--- config.mk ---
export PLATFORM = sky130hd
export DESIGN_NAME = add_operand_seq
export DESIGN_NICKNAME = d
export VERILOG_FILES = /design/src/rtl/add_seq_pkg.sv /design/src/rtl/btn_debounce.sv /design/src/rtl/add_operand_seq.sv
export SDC_FILE = /design/constraint.sdc
export NUM_CORES = 1
export LEC_CHECK = 0
export BUFFER_PORTS_ARGS = -buffer_cell sky130_fd_sc_hd__buf_2
export CELL_PAD_IN_SITES_DETAIL_PLACEMENT = 1
export CELL_PAD_IN_SITES_GLOBAL_PLACEMENT = 2
export CORE_AREA = 3 3 68 101
export CTS_BUF_LIST = sky130_fd_sc_hd__clkbuf_16
export CTS_CLUSTER_DIAMETER = 80
export DETAILED_ROUTE_END_ITERATION = 10
export DIE_AREA = 0 0 71 104
export PLACE_DENSITY = 0.67
export SYNTH_ARGS = -nofsm -noshare
export SYNTH_HDL_FRONTEND = slang
export SYNTH_SLANG_ARGS = --single-unit
--- constraint.sdc ---
create_clock -name CLK -period 2.85 [get_ports CLK]
set_input_delay 0.4275 -clock CLK [delete_from_list [all_inputs] [get_ports CLK]]
set_output_delay 0.4275 -clock CLK [all_outputs]
set_load 0.03 [all_outputs]
--- src/rtl/add_seq_pkg.sv ---
// Shared types and constants for the adder operand sequencer.
// State encoding matches the LED display: LOAD_A=0, LOAD_B=1, CALC=2, SHOW=3.
package add_seq_pkg;

  localparam int DEFAULT_WIDTH = 4;

  typedef enum logic [1:0] {
    LOAD_A = 2'd0,
    LOAD_B = 2'd1,
    CALC   = 2'd2,
    SHOW   = 2'd3
  } state_t;

endpackage

--- src/rtl/btn_debounce.sv ---
// Push-button conditioner: 2-flop synchronizer, stability counter and a
// one-cycle pulse on each accepted 0->1 transition (release gives no pulse).
module btn_debounce #(
  parameter int DB_COUNT = 500000
) (
  input  logic CLK,
  input  logic RST_N,
  input  logic BTN,
  output logic press
);

  localparam int CW = (DB_COUNT > 1) ? $clog2(DB_COUNT) : 1;
  localparam logic [CW-1:0] CNT_MAX = CW'(DB_COUNT - 1);

  logic          r_sync1;
  logic          r_sync2;
  logic          r_stable;
  logic          r_stable_d;
  logic [CW-1:0] r_cnt;

  always_ff @(posedge CLK or negedge RST_N) begin
    if (!RST_N) begin
      r_sync1 <= 1'b0;
      r_sync2 <= 1'b0;
    end else begin
      r_sync1 <= BTN;
      r_sync2 <= r_sync1;
    end
  end

  // The stable level only moves after the synced level has disagreed with it
  // for DB_COUNT consecutive cycles; any agreement restarts the count.
  always_ff @(posedge CLK or negedge RST_N) begin
    if (!RST_N) begin
      r_cnt      <= '0;
      r_stable   <= 1'b0;
      r_stable_d <= 1'b0;
    end else begin
      r_stable_d <= r_stable;
      if (r_sync2 == r_stable) begin
        r_cnt <= '0;
      end else if (r_cnt == CNT_MAX) begin
        r_stable <= r_sync2;
        r_cnt    <= '0;
      end else begin
        r_cnt <= r_cnt + CW'(1);
      end
    end
  end

  assign press = r_stable & ~r_stable_d;

endmodule

--- src/rtl/add_operand_seq.sv ---
// Operand sequencer and result capture for an external combinational adder.
// Define ACCUM_EN for running-total mode with a sticky overflow flag.
module add_operand_seq
  import add_seq_pkg::*;
#(
  parameter int WIDTH    = DEFAULT_WIDTH,
  parameter int DB_COUNT = 500000
) (
  input  logic             CLK,
  input  logic             RST_N,
  input  logic [WIDTH-1:0] SW,
  input  logic             BTN,
  output logic [WIDTH-1:0] ADD_A,
  output logic [WIDTH-1:0] ADD_B,
  input  logic [WIDTH-1:0] ADD_S,
  input  logic             ADD_CO,
  output logic [WIDTH:0]   RESULT,
  output logic             VALID,
  output logic             OVF,
  output logic [1:0]       STATE
);

  state_t           r_state;
  state_t           w_next_state;
  logic [WIDTH-1:0] r_a;
  logic [WIDTH-1:0] r_b;
  logic [WIDTH:0]   r_result;
  logic             r_valid;
  logic             w_press;
  logic             w_load_a;
  logic             w_load_b;
  logic             w_capture;
  logic             w_clear_valid;
  logic             w_a_from_result;

  btn_debounce #(
    .DB_COUNT(DB_COUNT)
  ) u_btn_debounce (
    .CLK  (CLK),
    .RST_N(RST_N),
    .BTN  (BTN),
    .press(w_press)
  );

  always_ff @(posedge CLK or negedge RST_N) begin
    if (!RST_N) begin
      r_state <= LOAD_A;
    end else begin
      r_state <= w_next_state;
    end
  end

  // CALC always lasts one cycle, so a press landing there is simply ignored.
  always_comb begin
    w_next_state    = r_state;
    w_load_a        = 1'b0;
    w_load_b        = 1'b0;
    w_capture       = 1'b0;
    w_clear_valid   = 1'b0;
    w_a_from_result = 1'b0;
    case (r_state)
      LOAD_A: begin
        if (w_press) begin
          w_load_a     = 1'b1;
          w_next_state = LOAD_B;
        end
      end
      LOAD_B: begin
        if (w_press) begin
          w_load_b     = 1'b1;
          w_next_state = CALC;
        end
      end
      CALC: begin
        w_capture    = 1'b1;
        w_next_state = SHOW;
      end
      SHOW: begin
        if (w_press) begin
          w_clear_valid = 1'b1;
`ifdef ACCUM_EN
          w_a_from_result = 1'b1;
          w_next_state    = LOAD_B;
`else
          w_next_state    = LOAD_A;
`endif
        end
      end
      default: w_next_state = LOAD_A;
    endcase
  end

  // RESULT survives a return to LOAD_A and only changes at the next CALC.
  always_ff @(posedge CLK or negedge RST_N) begin
    if (!RST_N) begin
      r_a      <= '0;
      r_b      <= '0;
      r_result <= '0;
      r_valid  <= 1'b0;
    end else begin
      if (w_load_a) begin
        r_a <= SW;
      end else if (w_a_from_result) begin
        r_a <= r_result[WIDTH-1:0];
      end
      if (w_load_b) begin
        r_b <= SW;
      end
      if (w_capture) begin
        r_result <= {ADD_CO, ADD_S};
        r_valid  <= 1'b1;
      end else if (w_clear_valid) begin
        r_valid <= 1'b0;
      end
    end
  end

`ifdef ACCUM_EN
  logic r_ovf;

  always_ff @(posedge CLK or negedge RST_N) begin
    if (!RST_N) begin
      r_ovf <= 1'b0;
    end else if (w_capture) begin
      r_ovf <= r_ovf | ADD_CO;
    end
  end

  assign OVF = r_ovf;
`else
  assign OVF = r_result[WIDTH];
`endif

  assign ADD_A  = r_a;
  assign ADD_B  = r_b;
  assign RESULT = r_result;
  assign VALID  = r_valid;
  assign STATE  = r_state;

endmodule

# Word level (Yosys, flattened, before mapping)
# Index checks and enable logic that the tools add are counted.
# W data, S select, Z words.
[op_classes] add_sub_neg=1 eq_ne=8 mux=13 bitwise=3 n_reduce_logical=4
[op_table] op="$mux W19" count=2
[op_table] op="$add A19 B1 Y19 const B" count=1
[op_table] op="$eq A19 B19 Y1 const B" count=1
[op_table] op="$pmux W2 S4" count=1
[op_table] op="$mux W1" count=7
[op_table] op="$mux W2" count=3
[op_table] op="$ne A2 B1 Y1 const B" count=3
[op_table] op="$eq A2 B2 Y1 const B" count=2
[op_table] op="$reduce_and A3 Y1" count=1
[op_table] op="$eq A2 B1 Y1 const B" count=1
[op_table] op="$logic_not A2 Y1" count=1
[op_table] op="$not A1 Y1" count=2
[op_table] op="$reduce_and A2 Y1" count=1
[op_table] op="$reduce_bool A2 Y1" count=1
[op_table] op="$and A1 B1 Y1" count=1
[op_table] op="$eq A1 B1 Y1" count=1
[word_totals] register_bits=39 in_bits=12 out_inout_bits=17 elab_cells=39

# Logic depth before layout (Yosys ltp)
# Gate-level depths: netlist of run 1.
[logic_depth] depth_word=6 depth_mapped=6 depth_no_buf=6

# Modules after synthesis
# Synthesis of run 1 repeated with hierarchy kept, for this count alone.
[hier_totals] cells_unflattened=154 hier_area_um2=1804.2
[by_module_without_submodules] module="btn_debounce" n_inst=1 cells_each=107 area_each_um2=1111.1 seq_area_each_um2=575.6
[by_module_without_submodules] module="add_operand_seq" n_inst=1 cells_each=47 area_each_um2=693.2 seq_area_each_um2=400.4

# Least setup slack after synthesis of run 1
# Ideal clock, no wire load.
[synth_timing] path_type="register to register" startpoint="register u_btn_debounce.r_cnt[11]" endpoint="register u_btn_debounce.r_cnt[10]" setup_time_ns=0.119 arrival_time_ns=1.563 required_ns=2.731 path_slack_ns=1.169 stages_incl_launch_ff=6 n_path_buf=1 period_less_slack_ns=1.681 cell_sequence="dfrtp_1 > nor4_1 > nand2_1 > o41ai_4 > buf_6 > nor2_1"
[synth_between] elab_chain_len=3
[synth_rtl] item="from (decl)" line_no="btn_debounce.sv:19" source="logic [CW-1:0] r_cnt;"
[synth_rtl] item="from (signal assigned)" line_no="btn_debounce.sv:46" source="r_cnt <= r_cnt + CW'(1);"
[synth_rtl] item="$eq A19 B19 Y1" line_no="btn_debounce.sv:42" source="end else if (r_cnt == CNT_MAX) begin"
[synth_rtl] item="$mux W19" line_no="btn_debounce.sv:42"
[synth_rtl] item="$mux W19" line_no="btn_debounce.sv:40" source="if (r_sync2 == r_stable) begin"
# Every way passes these cells.
# A chain may end at the register's enable or synchronous reset.

# Worst setup path after layout of run 1
[layout_timing] startpoint="register u_btn_debounce.r_cnt[11]" endpoint="register u_btn_debounce.r_cnt[11]"
[layout_between] elab_chain_len=3 word_cells_on_any_way=4 classes_between="add/sub (1); eq/ne (1); mux (2)"
[layout_rtl] item="$add A19 B1 Y19 / $eq A19 B19 Y1 (equally long branches)" line_no="btn_debounce.sv:46, btn_debounce.sv:42"
[layout_rtl] item="$mux W19 (*)" line_no="btn_debounce.sv:42"
[layout_rtl] item="$mux W19 (*)" line_no="btn_debounce.sv:40"
# Mark *: on every way between the ends. The rest lies on a longest branch, timed or not.

==> run metrics, run 1 <==
top cell type's share of synthesized area between 50% and 60%; critical path peak fanout 18; Final HPWL DP 2960 µm; Setup violations, final 0; R2R Path Start u_btn_debounce.r_cnt[11]; Leakage ~0.00099 µW; Slew Limit Fails 0; sequential element share of the synthesized area 54.5%; worst hold path class in -> reg; CTS Hold Bufs 0; deepest clock path buffer count 2; row count 35; adder-cell share of the synthesized area 4.19%; Tot Pwr 1250 µW; period utilisation layout 62.3%; Cell variety after synth 34; Core Area around 6000 µm²; Skew-Pair Late Insertion Delay ~0.28 ns; Chip Width between 70 and 80 µm; Iter 0 DRT Violations 15; Synth top cells by count 39 x dfrtp_1, 18 x nor2_1, 15 x mux2_2; synthesized instance count 152; Die Y-Extent 104 µm; io pins 29; Starting Density 29.2%; post-CTS setup buffers 0; Hold Path Origin BTN; synthesized netlist net count 170; CP Capture Type flop; RSZ-0062 raised after global routing false; final setup TNS 0 ns; Post-synth EDFFs 0; most frequent cell after synthesis dfrtp_1; storage element area 976 µm²; minimum clock period 1.78 ns; Ys Warns 0; CTS H-tree depth 2; largest net degree at the start of global routing 40; largest family of logic cells by synthesized area simple AND/OR/NAND/NOR gates; Post-CTS Resized 0; Max-Cap Viols 0; Layout fillers roughly 700; Async SR Flop Fraction 100%; vias per cell 4.94; I/O Buffers 28; Compound-Gate Fraction of Synth Area 4.26%; Critical Path Start Type flop; number of standard cells in the final layout excluding fillers approximately 260; clk sinks 39; hold_ws about 0.25 ns; WL met1 between 1000 and 1500 µm; clk_skew 0.00373 ns; GRT overflow 0; syn avg cell area 11.8 µm²; Post-route DRC 0; die area around 7400 µm²; Setup crit start u_btn_debounce.r_cnt[11]; post-synthesis register bit count 39; Inst Count DP 250; simple-gate area share of the yosys netlist 17.9%; Routed Antenna Nets 0; Crit path arrival time 1.94 ns; post-synthesis mux area share under 10%; CTS Buf Count 5; share of layout cells above drive strength 1 roughly 30%; status finished clean; first-pass GRT wire length between 6000 and 7000 µm; relative slew slack around 40%; Design Area, Final between 2000 and 2500 µm²; critical-path cell list nor4_1, nand2_1, o41ai_4, buf_4, nor2_1; max frequency approximately 0.56 GHz; vias in the first global route 1,423; Syn Std Cell Area 1790 µm²; Synth area leaders dfrtp_1 54%, mux2_2 9.4%, ha_1 4.2%; gr usage total ~11%; multi-input combinational cell area roughly 770 µm²; kind of critical path reg -> reg; XOR/XNOR Fraction of Synth Area 7.33%; met2 wire len between 2000 and 2500 µm; detailed-route wire length slightly below 4000 µm; Power Dens Cells 576 nW/µm²; Reg clk slew, reported paths around 0.060 ns; top routing layer in use met4; Routed WL per cell 15.1 µm; Top FF cell, synth dfrtp_1; vias 1,275; Crit-path slowest cell dfrtp_1; leading area contributor after synthesis dfrtp_1; worst vdd ir 256 µV; # nets final 201; Layout area overhead 20.8%; CTS tree done; Root Buffer clkbuf_16; drt pass-1 iters 4; Worst Path Required 3.01 ns; worst slew pin tran 0.901 ns; initial antenna violation count 0; met3 WL 208 µm; Hold Fails Final Rpt 0; # diodes 0; Critical Path Max Stage Delay 0.42 ns; RD Place Congestion between 0.7 and 0.8; Cell Area, Placed about 2000 µm²
## worst max-delay path: cells and delay by family (launching register included)
family,cells,cell delay (ns)
buf+inv,1,0.28
simple gates,3,0.59
compound gates,1,0.36
flops,1,0.42
## per-layer routing
layer	up-vias	global-route usage (%)
li1	591	-
met1	646	11.3
met2	32	22.0
met3	6	2.90
met4	0	4.44
met5	-	0
## path summary, 6_finish.rpt
path	slack, ns	cells past startpoint	end
worst min-delay path	0.25	1	u_btn_debounce.r_sync1
min in group asynchronous	0.28	1	RESULT[0]
worst min register to register	0.35	0	u_btn_debounce.r_sync2
max in group asynchronous	2.01	1	u_btn_debounce.r_cnt[10]
worst max register to register	1.07	5	u_btn_debounce.r_cnt[11]
worst max-delay path	1.07	5	u_btn_debounce.r_cnt[11]
## cell families after synthesis
logic type	count (synthesis)
fa+ha+maj	6
buf+inv	8
simple gates	60
flops	39
compound gates	9
xor+xnor	15
mux	15
## cells in the final DEF, fill, tap and decap left out, drive strengths merged
cell / count
nand2: 10
nor2: 18
and4: 2
xor2: 7
nand3: 6
and3: 1
ha: 6
inv: 3
nand4: 6
nand3b: 1
clkbuf: 5
clkinv: 2
xnor2: 8
nor4b: 1
or3: 1
or2: 1
o41ai: 2
nor2b: 1
nor4: 4
buf: 29
or4: 1
a21oi: 4
nor3: 4
bufinv: 1
mux2: 15
and2: 1
or4b: 1
a21o: 1
o31ai: 1
dfrtp: 39
nand4b: 1
o21ai: 1
## per-stage QoR
step	setup WS [ns]	util, %
final	1.07	35.3
after floorplan	1.17	-
after global routing	0.893	35.3
after global placement	1.11	32.6
after detailed placement	1.05	32.6
after CTS	1.04	35.3
## state kept, by name, indices dropped and copies added, names as in the netlist
signal and flops:
u_btn_debounce.r_cnt 19, RESULT 5, ADD_A 4, ADD_B 4, STATE 2, VALID 1, u_btn_debounce.r_stable 1, u_btn_debounce.r_stable_d 1
u_btn_debounce.r_sync1 1, u_btn_debounce.r_sync2 1
## final cells by class
cell class                 count  share of cell area, %
sequential                    39                   45.1
multi-input combinational    105                   35.7
timing repair buffer          29                   6.82
clock buffer                   5                   5.78
tap                           74                   4.28
clock inverter                 3                   1.79
inverter                       3                  0.520
## power breakdown
part           leakage [µW]  switching, µW  internal (µW)
registers          0.000519           6.92            565
clock network     0.0000812            210            408
logic              0.000392           37.7           19.2
total              0.000992            255            992
Power figures use the tool's default switching activity.
==> run 2: changes to the inputs <==
- PLACE_DENSITY: 0.67 -> 0.7
- clock period: 2.85 -> 1.5 ns (I/O delays scaled with it)
==> run 2 against run 1 <==
  * The run now ends with setup timing left
  * Wire length is 15% higher
  * Sequential power grew 91%
  * Global-route usage rose by 1.5 points
  * Highest routed layer unchanged
  * Via count up 10%
==> run metrics, run 2 (synthesis results as in run 1) <==
status complete, but fails checks; failing checks setup timing; clk sinks 39 (unchanged); worst vdd ir 489 µV (+92%); final core area utilization 40.8% (+5.5 points); Design Area, Final 2500 µm² (+16%); vias in the first global route 1,602 (+13%); Root Buffer clkbuf_16; I/O Buffers 28 (unchanged); deepest clock path buffer count 2 (unchanged); Biggest register u_btn_debounce.r_cnt; Reg clk slew, reported paths 0.06 ns (about the same); io pins 29 (unchanged); CP Capture Type flop; die area 7380 µm² (unchanged); GRT overflow 0 (unchanged); Chip Width 71 µm (unchanged); Routed Antenna Nets 0 (unchanged); Layout area overhead 39.7%; hold_ws 0.0661 ns (-0.185 ns); first-pass GRT wire length 7590 µm (+14%); # diodes 0 (unchanged); largest net degree at the start of global routing 25 (-38%); Max-Cap Viols 0 (unchanged); commonest non-fill, non-tap cell in the layout dfrtp_1; share of layout cells above drive strength 1 45.4% (+15 points); row count 35 (unchanged); Iter 0 DRT Violations 31 (+16); CTS Buf Count 5 (unchanged); Tot Pwr 2580 µW (+110%); initial antenna violation count 0 (unchanged); final worst slack -0.0453 ns (-1.12 ns); Slew Limit Fails 0 (unchanged); drt pass-1 iters 3 (-1); Starting Density 29.2% (unchanged); Critical Path Start Type flop; Die Y-Extent 104 µm (unchanged); final setup TNS -0.133 ns (-0.133 ns); Layout fillers 683 (-2.1%); CTS H-tree depth 2 (unchanged); RSZ-0062 raised after global routing true; clk_skew 0.00529 ns (+0.00155 ns); RD Place Congestion 0.820 (+5.4%); critical path peak fanout 4 (-14); worst hold path class in -> reg; # nets final 233 (+16%); Setup violations, final 14 (+14); vias 1,406 (+10%); Worst Path Required 1.67 ns (-1.34 ns); Final HPWL DP 3380 µm (+14%); Leakage 0.00117 µW (+18%); Power Dens Cells 1030 nW/µm² (+79%); vias per cell 4.85 (-1.9%); multi-input combinational cell area 821 µm² (+6.1%); storage element area 978 µm² (+0.26%); gr usage total 13.0% (+1.5 points); Skew-Pair Late Insertion Delay 0.28 ns (about the same); period utilisation layout 103% (+41 points); relative slew slack 72.6% (+33 points); worst slew pin tran 0.411 ns (-0.489 ns); Hold Fails Final Rpt 0 (unchanged); commonest cells after routing, fill and taps aside 37 x dfrtp_1, 29 x buf_4, 28 x buf_2; Core Area 6130 µm² (unchanged); minimum clock period 1.55 ns (-0.231 ns); kind of critical path reg -> reg; Routed WL per cell 15.4 µm (+2.1%); reg-to-reg slack, setup -0.05 ns (-1.12 ns); max reg flops 19 (unchanged); CTS tree done; max frequency 0.647 GHz (+15%); Post-route DRC 0 (unchanged); Crit path arrival time 1.72 ns (-0.22 ns); Cell Area, Placed 2220 µm² (+11%); detailed-route wire length 4480 µm (+15%)
## run 2: per-layer routing
layer  global-route usage [%]  vias to the layer above  wire length [µm]
met2                     23.4                       31              2460
li1                         -                      662                 -
met4                     7.12                        0               119
met3                     2.71                       13               172
met1                     13.7                      700              1720
met5                        0                        -                 0
## run 2: through the flow
step / worst slack, ns / cells
6_report: -0.0453 / 290
5_1_grt: -0.136 / 290
4_1_cts: -0.0425 / 290
3_5_place_dp: -0.0670 / 274
3_3_place_gp: -0.0343 / 274
2_1_floorplan: -0.0519 / 152
## run 2: worst paths after layout
check	cells past startpoint	endpoint	from
setup / recovery	4	u_btn_debounce.r_stable	u_btn_debounce.r_cnt[7]
hold / removal	1	u_btn_debounce.r_sync1	BTN
setup reg to reg	4	u_btn_debounce.r_stable	u_btn_debounce.r_cnt[7]
hold reg to reg	0	u_btn_debounce.r_sync2	u_btn_debounce.r_sync1
max in group asynchronous	3	STATE[0]	RST_N
min in group asynchronous	2	VALID	RST_N
## run 2: cell type report
class	count	area share, %
inverters	3	0.450
clock buffers	5	5.00
multi-input cells	105	32.8
flip-flops and latches	39	39.1
repair buffers	61	16.4
clock inverters	3	2.55
well taps	74	3.70
## run 2: repair_timing
item	CTS	global route
buffers inserted	7	0
gates resized for setup	7	4
endpoints found under the setup margin	19	20
hold buffers	1	0
hold endpoints to repair	15	0
pin swaps	6	1
## run 2: where the power goes
group	switching [µW]	internal, µW
Combinational	77.0	54.3
Sequential	15.2	1070
Clock	418	947
Total	511	2070
## run 2: critical path, cell delays in order (launching register included)
cell and delay [ns]:
dfrtp_1 0.41, nor4b_2 0.29, nand2_1 0.14, nor4_1 0.23, mux2_2 0.37
==> run 3: changes to the inputs <==
- CELL_PAD_IN_SITES_DETAIL_PLACEMENT: 1 -> 0
- CELL_PAD_IN_SITES_GLOBAL_PLACEMENT: 2 -> 1
- PLACE_DENSITY: 0.7 -> 0.6
==> run 3 against run 2 <==
  * The run still ends with setup timing left
  * Non-clock buffer count shrank 4
  * Wire length fell by 19%
  * Worst hold slack worse by 0.012 ns
  * Clock power is 15% lower
  * Setup slack got worse by 0.037 ns
==> run metrics, run 3 (synthesis results as in run 1) <==
Biggest register u_btn_debounce.r_cnt; RD Place Congestion 0.755 (-7.9%); critical path peak fanout 8 (+4); Core Area 6130 µm² (unchanged); io pins 29 (unchanged); Iter 0 DRT Violations 30 (-3.2%); worst slew pin tran 0.331 ns (-0.0807 ns); failing checks setup timing; vias per cell 4.62 (-4.7%); kind of critical path reg -> reg; commonest non-fill, non-tap cell in the layout dfrtp_1; RSZ-0062 raised after global routing true; max frequency 0.632 GHz (-2.4%); Root Buffer clkbuf_16; # diodes 0 (unchanged); drt pass-1 iters 3 (unchanged); worst hold path class in -> reg; Hold Fails Final Rpt 0 (unchanged); # nets final 229 (-1.7%); deepest clock path buffer count 2 (unchanged); Skew-Pair Late Insertion Delay 0.28 ns (about the same); final core area utilization 39.7% (-1.1 points); period utilisation layout 106% (+2.5 points); detailed-route wire length 3650 µm (-19%); post-CTS setup buffers 0 (-7); Max-Cap Viols 0 (unchanged); Crit path arrival time 1.73 ns (about the same); vias in the first global route 1,378 (-14%); Die Y-Extent 104 µm (unchanged); final setup TNS -1.16 ns (-1.03 ns); share of layout cells above drive strength 1 42.9% (-2.4 points); clk_skew 0.00425 ns (-0.00104 ns); first-pass GRT wire length 6310 µm (-17%); Crit-path slowest cell dfrtp_1; die area 7380 µm² (unchanged); Slew Limit Fails 0 (unchanged); vias 1,322 (-6.0%); max reg flops 19 (unchanged); worst vdd ir 448 µV (-8.5%); Routed Antenna Nets 0 (unchanged); critical-path cell list nor4b_2, nand2_1, o41ai_4, buf_4, a21oi_1; final worst slack -0.0825 ns (-0.0372 ns); Design Area, Final 2430 µm² (-2.8%); CTS H-tree depth 2 (unchanged); row count 35 (unchanged); Setup violations, final 19 (+5); relative slew slack 77.8% (+5.2 points); CP Capture Type flop; largest net degree at the start of global routing 20 (-20%); commonest cells after routing, fill and taps aside 38 x dfrtp_1, 28 x buf_2, 27 x buf_4; CTS Buf Count 5 (unchanged); clk sinks 39 (unchanged); Leakage 0.00113 µW (-3.5%); Post-route DRC 0 (unchanged); Routed WL per cell 12.7 µm (-17%); Layout area overhead 35.8%; CP Buf/Inv Count 1 (+1); status complete, but fails checks; minimum clock period 1.58 ns (+0.0372 ns); Starting Density 29.2% (unchanged); CTS tree done; Layout fillers 618 (-9.5%); Worst Path Required 1.65 ns (-0.02 ns); Reg clk slew, reported paths 0.06 ns (about the same); initial antenna violation count 0 (unchanged); Power Dens Cells 982 nW/µm² (-4.9%); Cell Area, Placed 2240 µm² (+1.0%); I/O Buffers 28 (unchanged); Critical Path Max Stage Delay 0.40 ns (about the same); GRT overflow 0 (unchanged); Chip Width 71 µm (unchanged); Final HPWL DP 2880 µm (-15%); gr usage total 10.8% (-2.2 points); Critical Path Start Type flop; Crit path max-delay family simple AND/OR/NAND/NOR gates
[run 3: changes by cell type in the layout (fill, tap and decap cells not counted), moves of 2 or more]
cell    before  now
nor2_2       1    5
buf_4       29   27
inv_2        2    0
nor2_1      17   13
buf_6        2    0
[run 3: final timing paths]
path	cells past startpoint	to	start	slack (ns)
max	5	u_btn_debounce.r_cnt[18]	u_btn_debounce.r_cnt[7]	-0.08
max reg2reg	5	u_btn_debounce.r_cnt[18]	u_btn_debounce.r_cnt[7]	-0.08
min	1	u_btn_debounce.r_sync1	BTN	0.05
max in group asynchronous	3	STATE[0]	RST_N	0.67
min in group asynchronous	2	u_btn_debounce.r_cnt[2]	RST_N	0.36
min reg2reg	0	u_btn_debounce.r_sync2	u_btn_debounce.r_sync1	0.36
[run 3: cell type report]
type	instances	area, µm²	share of cell area, %
flip-flops and latches	39	977	40.2
multi-input cells	105	815	33.5
repair buffers	57	373	15.3
clock buffers	5	125	5.14
well taps	74	92.6	3.81
clock inverters	3	38.8	1.59
inverters	3	11.3	0.463
[run 3: per-layer routing]
| layer | GRT usage [%] | up-vias | routed length (µm) |
|---|---|---|---|
| met5 | 0 | - | 0 |
| met4 | 4.44 | 0 | 46 |
| met3 | 3.29 | 4 | 199 |
| met2 | 19.2 | 33 | 1960 |
| met1 | 11.5 | 638 | 1440 |
| li1 | - | 647 | - |
[run 3: worst register-to-register path: cells and delay by family (launching register included)]
family	cells	cell delay, ns
AOI/OAI and AO/OA	2	0.35
buffers and inverters	1	0.23
DFF	1	0.40
and+or+nand+nor	2	0.48
[run 3: power by group]
group | switching [µW] | internal, µW
Sequential | 14.4 | 1070
Combinational | 75.0 | 53.8
Clock | 398 | 775
[run 3: through the flow]
step / hold WS [ns] / setup WS, ns / power (µW) / cells
2_1_floorplan: -0.0706 / -0.0519 / 1160 / 152
3_3_place_gp: 0.126 / -0.0588 / 1230 / 277
3_5_place_dp: 0.135 / -0.0596 / 1240 / 277
4_1_cts: 0.0472 / -0.106 / 2420 / 286
5_1_grt: 0.0486 / -0.189 / 2490 / 286
6_report: 0.0542 / -0.0825 / 2390 / 286
[run 3: timing repair]
item,CTS,global route
pin swaps,5,0
endpoints found under the hold margin,10,0
gates resized for setup,5,1
cloned,0,0
setup endpoints to repair,19,19
hold buffers,1,0
